`config.mk`:
```
export PLATFORM = sky130hd
export DESIGN_NAME = fp_add_issue
export DESIGN_NICKNAME = d
export VERILOG_FILES = /design/src/rtl/fp_add_issue.sv
export SDC_FILE = /design/constraint.sdc
export NUM_CORES = 1
export LEC_CHECK = 0
export BUFFER_PORTS_ARGS = -buffer_cell sky130_fd_sc_hd__buf_2
export CORE_MARGIN = 10
export CORE_UTILIZATION = 50
export CTS_CLUSTER_SIZE = 10
export DETAILED_ROUTE_END_ITERATION = 16
export HOLD_SLACK_MARGIN = 0.03
export PLACE_DENSITY = 0.72
export REMOVE_ABC_BUFFERS = 1
export SYNTH_ARGS = -nofsm -noshare
export SYNTH_HDL_FRONTEND = slang
export SYNTH_SLANG_ARGS = --single-unit
```
`constraint.sdc`:
```
create_clock -name clk -period 3.4 [get_ports clk]
set_input_delay 0.17 -clock clk [delete_from_list [all_inputs] [get_ports clk]]
set_output_delay 0.17 -clock clk [all_outputs]
set_load 0.01 [all_outputs]
```
`src/rtl/fp_add_issue.sv`:
```
// Issue/collect stage around a combinational FP32 adder: in-order request FIFO,
// rounding-mode resolution and screening, registered valid/ready response slot.
// Optional define FP_ADD_ISSUE_BYPASS_EN lets a request skip an empty FIFO.
module fp_add_issue #(
  parameter int         DEPTH     = 4,
  parameter logic [2:0] FRM_RESET = 3'b000
) (
  input  logic                         clk,
  input  logic                         rst,
  input  logic                         req_valid,
  output logic                         req_ready,
  input  logic [31:0]                  req_a,
  input  logic [31:0]                  req_b,
  input  logic [2:0]                   req_rm,
  input  logic [3:0]                   req_tag,
  input  logic                         frm_we,
  input  logic [2:0]                   frm_wdata,
  output logic [2:0]                   frm,
  output logic [31:0]                  fp_a,
  output logic [31:0]                  fp_b,
  output logic [2:0]                   r_mode,
  input  logic [31:0]                  fp_result,
  input  logic                         overflow,
  input  logic                         underflow,
  output logic                         rsp_valid,
  input  logic                         rsp_ready,
  output logic [31:0]                  rsp_result,
  output logic [3:0]                   rsp_tag,
  output logic [2:0]                   rsp_flags,
  output logic [2:0]                   fflags_acc,
  input  logic                         fflags_clr,
  output logic [$clog2(DEPTH+1)-1:0]   occupancy
);

  localparam int PW = $clog2(DEPTH);
  localparam int OW = $clog2(DEPTH+1);
  localparam logic [OW-1:0] DEPTH_C = OW'(DEPTH);

  typedef struct packed {
    logic [31:0] a;
    logic [31:0] b;
    logic [2:0]  rm;
    logic        ill;
    logic [3:0]  tag;
  } entry_t;

  entry_t          mem_q [DEPTH];
  logic [PW-1:0]   wrPtr_q, rdPtr_q;
  logic [OW-1:0]   occ_q, occ_d;
  logic [2:0]      frm_q;
  logic            rspValid_q, rspValid_d;
  logic [31:0]     rspResult_q, rspResult_d;
  logic [3:0]      rspTag_q, rspTag_d;
  logic [2:0]      rspFlags_q, rspFlags_d;
  logic [2:0]      fflags_q, fflags_d;

  logic [2:0]      effRm;
  logic            reqIllegal, fifoEmpty, slotFree, accept;
  logic            bypass, capture, push, pop;
  entry_t          reqEntry, srcEntry;

  always_comb begin
    effRm      = (req_rm == 3'b111) ? frm_q : req_rm;
    reqIllegal = (effRm >= 3'b101);
    reqEntry   = '{a: req_a, b: req_b, rm: (reqIllegal ? 3'b000 : effRm),
                   ill: reqIllegal, tag: req_tag};
    fifoEmpty  = (occ_q == '0);
    slotFree   = !rspValid_q || rsp_ready;
    req_ready  = (occ_q < DEPTH_C);
    accept     = req_valid && req_ready;
`ifdef FP_ADD_ISSUE_BYPASS_EN
    bypass     = fifoEmpty && slotFree && req_valid;
`else
    bypass     = 1'b0;
`endif
    srcEntry   = bypass ? reqEntry : mem_q[rdPtr_q];
    capture    = slotFree && (!fifoEmpty || bypass);
    push       = accept && !bypass;
    pop        = capture && !fifoEmpty;
    occ_d      = occ_q + OW'(push) - OW'(pop);
  end

  always_comb begin
    fp_a   = 32'h0;
    fp_b   = 32'h0;
    r_mode = 3'b000;
    if (bypass || !fifoEmpty) begin
      fp_a   = srcEntry.a;
      fp_b   = srcEntry.b;
      r_mode = srcEntry.rm;
    end
  end

  // Slot reloads whenever it is free or being drained, giving one result per cycle.
  always_comb begin
    rspValid_d  = rspValid_q;
    rspResult_d = rspResult_q;
    rspTag_d    = rspTag_q;
    rspFlags_d  = rspFlags_q;
    if (capture) begin
      rspValid_d  = 1'b1;
      rspTag_d    = srcEntry.tag;
      rspResult_d = srcEntry.ill ? 32'h7fc00000 : fp_result;
      rspFlags_d  = srcEntry.ill ? 3'b100 : {1'b0, overflow, underflow};
    end else if (rsp_ready) begin
      rspValid_d  = 1'b0;
    end
    fflags_d = (fflags_clr ? 3'b000 : fflags_q) |
               ((rspValid_q && rsp_ready) ? rspFlags_q : 3'b000);
  end

  always_ff @(posedge clk or posedge rst) begin
    if (rst) begin
      wrPtr_q     <= '0;
      rdPtr_q     <= '0;
      occ_q       <= '0;
      frm_q       <= FRM_RESET;
      rspValid_q  <= 1'b0;
      rspResult_q <= 32'h0;
      rspTag_q    <= 4'h0;
      rspFlags_q  <= 3'b000;
      fflags_q    <= 3'b000;
    end else begin
      if (push) wrPtr_q <= wrPtr_q + PW'(1);
      if (pop)  rdPtr_q <= rdPtr_q + PW'(1);
      occ_q       <= occ_d;
      if (frm_we) frm_q <= frm_wdata;
      rspValid_q  <= rspValid_d;
      rspResult_q <= rspResult_d;
      rspTag_q    <= rspTag_d;
      rspFlags_q  <= rspFlags_d;
      fflags_q    <= fflags_d;
    end
  end

  always_ff @(posedge clk) begin
    if (push) mem_q[wrPtr_q] <= reqEntry;
  end

  assign frm        = frm_q;
  assign rsp_valid  = rspValid_q;
  assign rsp_result = rspResult_q;
  assign rsp_tag    = rspTag_q;
  assign rsp_flags  = rspFlags_q;
  assign fflags_acc = fflags_q;
  assign occupancy  = occ_q;

endmodule

```
==> results of run 1 <==
-- worst paths after layout --
kind                       cells after the start                         end                 startpoint  slack (ns)
max                                            5                    fp_a[15]     occupancy[1]$_DFF_PP0_        0.69
min                                            2       mem_q[2][5]$_DFFE_PP_                  req_rm[0]        0.08
max reg2reg                                   10      occupancy[2]$_DFF_PP0_     occupancy[2]$_DFF_PP0_        0.84
min reg2reg                                    1   rsp_result[4]$_DFFE_PP0P_  rsp_result[4]$_DFFE_PP0P_        0.48
max in group asynchronous                      4  rsp_result[24]$_DFFE_PP0P_                        rst        2.28
min in group asynchronous                      3  rsp_result[28]$_DFFE_PP0P_                        rst        0.42
-- cell type report --
cell class,instances,share of cell area [%]
antenna,1,0.0147
sequential,341,58.8
timing repair buffer,357,14.6
tap,335,2.47
clock inverter,3,0.147
inverter,12,0.265
multi-input combinational,267,17.4
clock buffer,55,6.36
-- what timing repair did --
action / CTS / global route
hold buffers: 112 / 0
hold endpoints to repair: 354 / 0
gates resized for setup: 0 / 0
buffers inserted: 0 / 0
-- power by group through the flow --
| stage | sequential [mW] | combinational (mW) | clock [mW] |
|---|---|---|---|
| 2_1_floorplan | 6.02 | 2.53 | 0 |
| 3_3_place_gp | 5.80 | 4.46 | 0 |
| 3_5_place_dp | 5.83 | 4.48 | 0 |
| 4_1_cts | 5.75 | 4.61 | 3.76 |
| 5_1_grt | 5.82 | 4.93 | 3.92 |
| 6_report | 5.74 | 4.52 | 3.68 |
-- cell families after synthesis --
group	after synthesis	synth area share, %
DFF	341	75.6
and+or+nand+nor	123	5.39
muxes	80	13.1
AOI/OAI and AO/OA	52	2.71
buffers and inverters	52	2.22
adders and majority gates	7	0.720
xor gates and xnor gates	5	0.332
-- synth_stat cells (2+ instances only) --
cell,count
buf_6,6
mux4_2,70
o21ai_0,7
edfxtp_1,288
dfrtp_1,53
mux2_2,7
inv_1,11
nand2_1,4
mux4_1,2
clkbuf_1,9
o2bb2ai_1,25
and2_1,73
nor2_1,10
ha_1,6
nand2b_1,2
buf_1,9
a21oi_1,18
buf_2,8
nand3_1,29
buf_4,7
xnor2_1,5
-- worst max-delay path: cells and delay by family, from the launching register on --
family	cells	cell delay, ns
AND/OR/NAND/NOR	2	0.44
flip-flops	1	0.44
buffers and inverters	3	1.09
-- metrics by stage --
step	area, um2	TNS (ns)
after floorplan	13000	-70.43
after global placement	14700	0
after detailed placement	14700	0
after CTS	17000	0
after global routing	17000	0
final	17000	0
-- per-layer routing --
metal | global-route usage (%) | part of all wire (%) | vias up
met5 | 0 | 0 | -
met4 | 3.81 | 1.4 | 0
met3 | 5.64 | 8.6 | 34
met2 | 27.9 | 49 | 284
met1 | 21.7 | 41 | 3690
li1 | - | - | 3318
-- flip-flops by register name, indices dropped and copies added (netlist names) --
name / count
fflags_acc: 3
frm: 3
mem_q: 288
occupancy: 3
rdPtr_q: 2
rsp_flags: 3
rsp_result: 32
rsp_tag: 4
rsp_valid: 1
wrPtr_q: 2
==> summary.md, run 1 <==
The most used flip-flop cell after synthesis is edfxtp_1. Die extent in x: 182 um. 231 I/O pins were placed. The via count of the first global-routing pass is 7995, and the clock latency on the worst-skew pair is 0.51 ns. The first global-routing pass estimated 45400 um of wire. The first detailed-routing pass took 4 iterations. During placement, the flow inserted port buffers numbering 230. The synthesized design spends more area on one cell type than any other, namely edfxtp_1. After layout, the minimum clock period comes to 2.71 ns.

The top cell type by area accounts for 65.5% of the synthesized area. After global routing the overflow that remains totals 0. Dividing total power by cell area gives a power density of 821 nW/um2. The filler cells instantiated in the layout total 1747. Across the run, the number of max-cap violations was 0. The tools report the effective utilization at floorplan as 50.8%.

The type of the worst min-delay path is input pin to flop. Synthesis warning total: 0. The worst setup path is captured at a primary output.

The number of standard cells in the final layout excluding fillers is 1371, and the area of all sequential standard cells is 9980 um2. Entering global routing, the biggest net connects 57 pins. For this run, design rule violations remaining after detail routing come to 0.

The HPWL after detailed placement is 17200 um. STA puts the critical path data arrival time at 2.54 ns. The analysis attributes to net switching a power of 4.23 mW. Clock skew on the completed layout was measured at 0.00769 ns. The area occupied by multi-input gates was 2950 um2; the final worst-path setup slack was 0.694 ns.

Routability-driven placement finished with a final weighted congestion of 0.779. The tools report the leakage component of the power as 6.27 nW. The final period utilization is 79.6%.

The run gives 1 as the number of antenna violations at the first check in global routing. The worst slack after detailed placement was 0.830 ns; the actual slew at the worst max-slew pin was 0.922 ns. After synthesis, the mean cell area works out to 20.0 um2.

The synthesized design contains 341 register bits. Placeable core region: 26000 um2. The flow ran to the end, and the final reports show no timing, DRC or antenna violations.

In the final design database the tool counted 1140 nets. Of all flip-flops after synthesis, the portion carrying an async set or reset was 15.5%. Counting the buffers created by CTS gives 40. The detailed-route vias per instance is 5.34, and the total standard cell area after synthesis is 13200 um2. The run gives 0 as the post-route antenna net violation count. In the layout the commonest cells are 288 x edfxtp_1, 230 x buf_2, 112 x dlygate4sd3_1. The most common cell after layout, fill and taps aside was edfxtp_1.

The clock transition at the register clock pins on the worst setup and hold paths after CTS came out at 0.06 ns. After layout, the design draws a total of 13.9 mW. Most frequent cell on the critical path: buf_4. The run gives 32.4% as the logic gate share of total power.

Setup repair after global routing left no endpoint under its margin. Row generation in the floorplan step produced 59 rows. The tools report the number of pins with negative max-slew slack in the final report as 0. The signal on the critical path passes through or3_4 > buf_4 > buf_4 > and2_1 > buf_2.

Share of total power in the clock network: 26.4%. The path type of the worst setup path was flop to primary output. Across the VDD grid, the largest voltage drop is 0.000557 V. The H-tree generated during clock tree synthesis spans 2 levels.

STA classifies the critical path startpoint as a flop. Sorting the synthesized cells by area gives the leading types as edfxtp_1 66%, mux4_2 12%, dfrtp_1 10%. TritonCTS built the clock tree. The vertical die dimension is 182 um, and the count of flip-flops with a built-in enable after synthesis is 288. The run gives 75.6% as the fraction of the yosys area taken by sequential cells. The area added between synthesis and finish was 28.6%. Cells fill 65.3% of the core in the end.

CTS saw 341 sinks. For this block, the initial DRC count from the detailed router was 523. In the final layout, the share of cells above drive strength 1 is 36.5%.

Headroom to the max-slew limit came out at 38.4%. The slowest stage of the critical path belongs to the cell buf_4. The largest single stage delay on the critical path is 0.52 ns. The logs give 28800 um for the detailed-route wire length and 3.23 ns for the required time of the critical path. The total placed cells including tap cells was 1200; the number of endpoints failing setup at the final stage was 0.

The internal portion of the total power is 9.70 mW. The final-report hold violation count is 0. The die covers 33300 um2. The clock passes through at most 3 buffers. Synthesis produced 660 cells. For this run, the top clock speed supported by timing is 370 MHz. The final route contains 7326 vias. The number of distinct library cells after synthesis is 32. In this run the clock root is driven by a clkbuf_16.

The share of total power dissipated in sequential elements is 41.2%. The worst-case hold slack is 0.0798 ns, and the switching fraction of total power is 30.4%. The final routed wire length divided by cell count is 21.0 um.

The critical-path maximum fanout was 56; the total routing usage reported by global routing was 17.1%.
No activity file was read; power rests on OpenSTA's default activity.
==> run 2, diff against run 1 <==
Settings changed: ABC_AREA set to 1, PLACE_DENSITY 0.72 to 0.75.
Clock period 3.4 ns to 2.2 ns, I/O delays scaled along.
==> run 2 against run 1 <==
Hold slack improved by 0.042 ns. Clock skew up 0.0089 ns. Critical path type unchanged. Flip-flop and latch count did not move. Utilization increased by 1.9 points. Cell count grew 34%. Register-to-register slack worse by 0.74 ns. Clock-buffer cell count is 2 higher.
==> summary.md, run 2 <==
The run finished with clean final reports. At the end of routability-driven placement, the weighted congestion stood at 0.796. After synthesis the netlist holds a flip-flop and latch count of 341.

The path class of the tightest hold or removal check is input pin to flop. For this run, the post-layout net count is 1601. The mean instance size in the synthesized netlist was 12.0 um2; the area added between synthesis and finish was 31.3%. Clock latency on the worst-skew pair, taken at its later pin, is 0.51 ns.

The via count of the first global-routing pass is 10100. In this run the biggest area consumer among cell types represents 64.3% of the synthesized area. The shortest clock period the worst path allows after layout works out to 2.18 ns. Sequential cells were found to cover 74.1% of the synthesized design area. Prior to clock tree synthesis, the placed netlist has a worst setup slack of 0.0918 ns. The logs give 0.0166 ns for the worst-case clock skew and 40 for the number of buffers created by CTS. The actual slew at the worst max-slew pin works out to 0.726 ns.

The total standard cell area after synthesis was 13500 um2. After detailed routing, the total wire length is 35900 um. The full die area is 33900 um2.

By area the synthesized netlist is led by edfxtp_1 64%, dfrtp_1 9.9%, nor2_1 8.3%. Prevailing post-synth register cell: edfxtp_1. Headroom to the max-slew limit came out at 51.5%. The clock passes through at most 3 buffers. The routing layer with the top usage in global route is met2. The biggest area contributor in the post-synthesis netlist is edfxtp_1. Summed over all nets, the switching power comes to 8.71 mW.

The number of distinct library cells after synthesis was 25; the leakage component of the power was 7.02 nW. Buffers placed on the I/O ports in this run total 230. STA puts the critical path data required time at 2.09 ns.

The first detailed-routing pass took 5 iterations. On the final layout, the worst hold slack is 0.122 ns. The met1 track demand over resource was 23.0%. In this run, the clock network consumes 23.9% of the power. Summed over all layers, the global routing overflow is 0.

In the final layout, flip-flops and latches occupy 9980 um2. The number of maximum-capacitance constraint violations was 0; the clock transition at the register clock pins on the worst setup and hold paths after CTS was 0.06 ns. STA classifies the critical path startpoint as a flop.

For the worst flop-to-flop path, the logic depth is 11. The critical-path maximum fanout is 25. The critical path is of the flop to primary output type.

The number of antenna violations at the first check in global routing was 4; the first-pass GRT wire length was 53300 um. In the global route stage, met2 resource usage came out at 34.9%. The logs give 2.07 ns for the worst endpoint data arrival time and 3040 um2 for the area occupied by multi-input gates. The number of pins with negative max-slew slack in the final report is 0, and the level count of the clock H-tree is 2.

By instance count, the leading cell after synthesis is nor2_1. In the final layout, the share of cells above drive strength 1 is 22.7%. After floorplanning, the core was divided into 59 placement rows.

After detailed routing, the number of vias per cell comes to 5.37. Net switching is 36.4% of the power. STA classifies the critical path endpoint as a primary output. The tools report the estimated wirelength of the detail-placed design as 19100 um. Library cell used as clock root buffer: clkbuf_16.

The synthesis warning total was 0; the logic gate share of total power was 39.8%. The number of I/O pins came out at 231. Setup repair after global routing could not meet its margin everywhere.

The number of cells produced by synthesis came out at 1119. Fill cells in the final layout number 1806. For the share of total power in sequential cells, the log shows 36.3%. Static timing analysis puts the maximum clock frequency at 460 MHz. The tree built by TritonCTS fans out to 341 sinks. Of all flip-flops after synthesis, the portion carrying an async set or reset was 15.5%.

IR analysis of the VDD net gives a maximum drop of 0.00111 V. The number of violations reported at the end of detailed-routing iteration 0 was 725; the vertical die dimension was 184 um. The power density normalized to cell area came out at 1350 nW/um2.

mem_q holds more flip-flops than any other register. In the post-route analysis, the smallest setup slack over all paths is 0.0239 ns. Global routing used 19.7% of the available tracks. The internal portion of total power is 15.2 mW. Dividing the final minimum period by the clock period gives 98.9%. The library cells used most frequently in the layout, excluding fill and tap cells, are 293 x nor2_1, 288 x edfxtp_1, 230 x buf_2. Die extent in x: 184 um. The post-route antenna net violation count came out at 0. The synthesized design contains 288 enable-type register cells. The logs give 51.2% for the effective utilization at floorplan and 0 for the final-report hold violation count. Setup violations remaining at the end of the flow were counted as 0. Leaving out fill and tap cells, the most frequent cell in the layout is nor2_1.

The number of flip-flops under the largest register name works out to 288. The worst hold path was traced through 3 stages. The placeable core region was 26300 um2. After synthesis, the most frequently instantiated cells are 297 x nor2_1, 288 x edfxtp_1, 145 x o21ai_0. The met3 track utilization from global routing is 4.31%.

TritonCTS built the clock tree. The detailed router placed 9870 vias in this run. In the final routed layout, each cell accounts on average for 19.5 um. Entering global routing, the biggest net connects 67 pins.

After detailed routing, the number of remaining DRC violations is 0.
run 2: cell count changes after synthesis, sizes merged, moves of 4 or more:
| cell | delta |
|---|---|
| nor2 | +287 |
| o21ai | +139 |
| nand2 | +117 |
| and2 | -73 |
| mux4 | -72 |
| a21oi | +53 |
| o2bb2ai | -25 |
| inv | +21 |
| clkbuf | +16 |
| buf | +9 |
| mux2 | -6 |
| xnor2 | -4 |
run 2: logic make-up after synthesis:
family,share of synthesized area [%]
mux,0.167
compound gates,8.07
flops,74.1
buf+inv,3.68
xor+xnor,0.195
fa+ha+maj,0.707
simple gates,13.0
run 2: area by class of cell:
class | instances | area share (%)
multi-input cells | 680 | 17.2
repair buffers | 384 | 16.7
well taps | 335 | 2.37
clock buffers | 57 | 6.15
diodes | 3 | 0.0425
flip-flops and latches | 341 | 56.5
inverters | 33 | 0.794
clock inverters | 4 | 0.149
run 2: critical path: stages, from the launching register on:
cell and delay (ns):
dfrtp_4 0.55, buf_12 0.18, clkbuf_16 0.21, nor2_1 0.07, nor2_1 0.07, o21ai_0 0.11, a21oi_1 0.20, buf_2 0.16
run 2: worst paths after layout:
kind,startpoint,slack [ns],endpoint
max,rdPtr_q[0]$_DFFE_PP0P_,0.02,fp_a[19]
min in group asynchronous,rst,0.27,frm[1]$_DFFE_PP0P_
max reg2reg,occupancy[0]$_DFF_PP0_,0.10,occupancy[2]$_DFF_PP0_
min reg2reg,rsp_result[0]$_DFFE_PP0P_,0.47,rsp_result[0]$_DFFE_PP0P_
max in group asynchronous,rst,1.32,rsp_result[10]$_DFFE_PP0P_
min,req_rm[0],0.12,mem_q[2][5]$_DFFE_PP_
run 2: power by group through the flow:
stage                     Sequential, mW  Combinational (mW)  Clock (mW)
final                               8.67                9.50        5.71
after global routing                8.76                10.4        6.10
after CTS                           8.65                8.71        5.80
after detailed placement            8.73                8.37           0
after global placement              8.68                8.17           0
after floorplan                     9.28                4.10           0
run 2: metal layers:
metal | routed length, um | share of wire, %
met1 | 13800 | 38
met2 | 18700 | 52
met3 | 2370 | 6.6
met4 | 1030 | 2.9
met5 | 7 | 0.020
run 2: metrics by stage:
stage               util, %  instances  cell area [um2]  power (mW)  setup TNS (ns)
finish                 67.2       1837            17700        23.9               0
global route           67.2       1837            17700        25.3          -0.250
CTS                    66.0       1821            17300        23.2               0
detailed placement     57.2       1646            15000        17.1               0
global placement       57.2       1646            15000        16.9               0
floorplan                 -       1054            13100        13.4         -804.18
run 2: what timing repair did:
action | 4_1_cts | 5_1_grt
hold buffers | 114 | 0
pin swaps | 1 | 10
buffers inserted | 0 | 3
cloned | 1 | 10
endpoints found under the setup margin | 20 | 48
hold endpoints to repair | 345 | 0
resized for setup | 8 | 32
==> run 3, diff against run 2 <==
Settings changed: PLACE_DENSITY 0.75 to 0.72, REMOVE_ABC_BUFFERS 1 to not set.
Clock period 2.2 ns to 2.05 ns, I/O delays scaled along.
==> run 3 against run 2 <==
The run now ends with negative setup slack left. Worst setup slack worse by 0.065 ns. Clock skew down 0.0031 ns. Critical path depth down 1. First-iteration DRC count down 12%. Non-clock buffer count up 8. Combinational power up 16%. Largest power group unchanged.
==> summary.md, run 3 (same netlist as run 2, synthesis figures left out) <==
The flow ran to the end, but the final reports show violations. The checks that failed: negative setup slack. The share of total power in sequential cells is 35.2%, and the power density normalized to cell area is 1460 nW/um2.

Number of antenna violations at the first check in global routing: 1. For the number of pins with negative max-slew slack in the final report, the log shows 0. Including well taps, the total number of placed cells is 1641.

TritonCTS built the clock tree. For the relative slew slack, the log shows 60.8%. The run gives 68.7% as the fraction of the core area covered by cells at the end of the flow.

The worst-case hold slack was 0.0886 ns; the number of maximum-capacitance constraint violations was 0. The tools report the maximum number of pins on one net before global-route repair as 73. Walking the worst path, the cells encountered are buf_12 > clkinv_8 > buf_12 > o21ai_0 > a21oi_1 > buf_2. The filler cells instantiated in the layout total 1769. Routability-driven placement finished with a final weighted congestion of 0.770.

Input and output buffers added on the ports amount to 230. Grouping stages by cell kind, the critical path spends the most delay in buffers and inverters. The number of placement rows was 59. First-pass iteration count of the detailed router: 5. For the highest clock rate, the log shows 478 MHz.

The final worst-path setup slack is -0.0414 ns, and the clock latency on the worst-skew pair is 0.50 ns. After detailed routing, the number of remaining DRC violations is 0. At the pin with the least slew margin, the transition time is 0.587 ns.

Of the total power, the clock network draws 23.0%. The detailed-route vias per instance was 5.29; the worst endpoint data arrival time was 1.99 ns. Summed over all nets, the switching power comes to 9.60 mW.

Final period utilization: 102%. The slowest stage of the critical path belongs to the cell dfrtp_4. The path type of the worst setup path was flop to primary output. After the flow finishes, the layout carries non-filler instances totaling 1841. Switching fraction of total power: 36.3%. The worst setup path is launched from a flop.

The run gives 0 as the final-report hold violation count. In this run the deepest clock path goes through 3 buffers. The final routed wire length divided by cell count is 19.9 um, and the worst-case clock skew is 0.0135 ns. The most frequent cell on the critical path was buf_12.

Setup violations remaining at the end of the flow were counted as 12. The total number of vias was 9741; the largest stage delay on the critical path was 0.51 ns. In this run the vertical extent of the chip is 184 um. Cells with a size suffix above 1 make up 26.3% of the layout. The clock transition at the register clock pins on the worst setup and hold paths after CTS was 0.06 ns; the shortest clock period the worst path allows after layout was 2.09 ns. From synthesis to final layout, the design area changed by 34.3%. The element type at the critical path end was a primary output. Once placement finished, the instance area stood at 15200 um2. The register with the most flip-flops in the layout has 288 of them.

For the estimated wirelength of the detail-placed design, the log shows 19100 um. For the number of violations reported at the end of detailed-routing iteration 0, the log shows 640. The type of the worst min-delay path is input pin to flop. The library cell used as clock root buffer is clkbuf_16.

The via count of the first global-routing pass is 9667, and the sum of buffers and inverters on the critical path is 4. The required time of the critical path is 1.95 ns. The number of clock buffers added by TritonCTS is 40. The number of nets at the end of the flow came out at 1609. Once the floorplan was initialized, standard cells occupied 51.2% of the core. Setup repair after global routing could not meet its margin everywhere. The logs give 26300 um2 for the placeable core region and 18100 um2 for the post-route standard cell area excluding fillers. In the global route stage, overall resource usage came out at 19.6%. The tools report the number of I/O pins as 231. The maximum VDD drop came out at 0.000942 V. The run gives 53000 um as the first-pass GRT wire length. The level count of the clock H-tree is 2, and the logic gate share of total power is 41.8%. The tools report the worst slack after detailed placement as 0.132 ns.

Internal power comes to 16.8 mW. The top cell types in the final layout, fill and taps aside, are 288 x edfxtp_1, 251 x nor2_1, 229 x buf_2. Synthesis produced a netlist with a net count of 1240. Summed over all cells, the static leakage comes to 7.11 nW.

Detailed-route wire length: 36600 um. The most common cell after layout, fill and taps aside is edfxtp_1. The aggregate global routing overflow is 0, and the post-route antenna net violation count is 0. Ranked by flip-flop count, first place goes to mem_q.

The tools report the full die area as 33900 um2. The critical-path maximum fanout was 27. Counting every sink on the clock net gives 341.

The die extent in x was 184 um.
## run 3: layer usage
layer  vias up  GRT usage [%]  share of wire [%]
met5         -              0                  0
met1      4709           24.5                 40
met2       397           33.6                 51
met3        46           4.23                7.7
li1       4589              -                  -
met4         0           6.06                1.7
## run 3: area by class of cell
| type | count | area, um2 | share of cell area (%) |
|---|---|---|---|
| Antenna cell | 1 | 2.50 | 0.0139 |
| Tap cell | 335 | 419 | 2.32 |
| Inverter | 33 | 146 | 0.810 |
| Clock inverter | 2 | 8.76 | 0.0485 |
| Multi-Input combinational cell | 680 | 3220 | 17.8 |
| Clock buffer | 57 | 1090 | 6.01 |
| Timing Repair Buffer | 392 | 3200 | 17.7 |
| Sequential cell | 341 | 9980 | 55.3 |
## run 3: path summary, 6_finish.rpt
kind                       cells past startpoint                         end  slack (ns)                  startpoint
max in group asynchronous                      4      rdPtr_q[0]$_DFFE_PP0P_        1.23                         rst
max                                            6                   r_mode[1]       -0.04      rdPtr_q[0]$_DFFE_PP0P_
min reg2reg                                    2  rsp_result[17]$_DFFE_PP0P_        0.47  rsp_result[17]$_DFFE_PP0P_
max reg2reg                                   11      occupancy[2]$_DFF_PP0_        0.11      occupancy[0]$_DFF_PP0_
min in group asynchronous                      3  rsp_result[19]$_DFFE_PP0P_        0.23                         rst
min                                            3       mem_q[1][7]$_DFFE_PP_        0.09                   req_rm[2]
## run 3: what timing repair did
action / in CTS / in global routing
hold buffers: 114 / 0
endpoints found under the hold margin: 341 / 0
setup endpoints to repair: 60 / 67
buffers inserted: 1 / 9
gates resized for setup: 7 / 97
cloned: 2 / 14
pin swaps: 1 / 27
## run 3: stage by stage
| stage | power, mW | setup TNS, ns |
|---|---|---|
| after CTS | 25.1 | -0.231 |
| after global routing | 28.0 | -4.72 |
| after global placement | 18.4 | 0 |
| final | 26.4 | -0.229 |
| after detailed placement | 18.6 | 0 |
| after floorplan | 15.1 | -28.25 |
## run 3: power groups by stage
stage / combinational [mW] / sequential (mW) / clock, mW
floorplan: 5.54 / 9.51 / 0
global placement: 9.06 / 9.37 / 0
detailed placement: 9.20 / 9.41 / 0
CTS: 9.67 / 9.29 / 6.16
global route: 12.1 / 9.41 / 6.50
finish: 11.0 / 9.32 / 6.08
## run 3: worst min-delay path: cells and delay by family
family,cells,cell delay [ns]
and+or+nand+nor,2,0.20
buffers and inverters,1,0.10
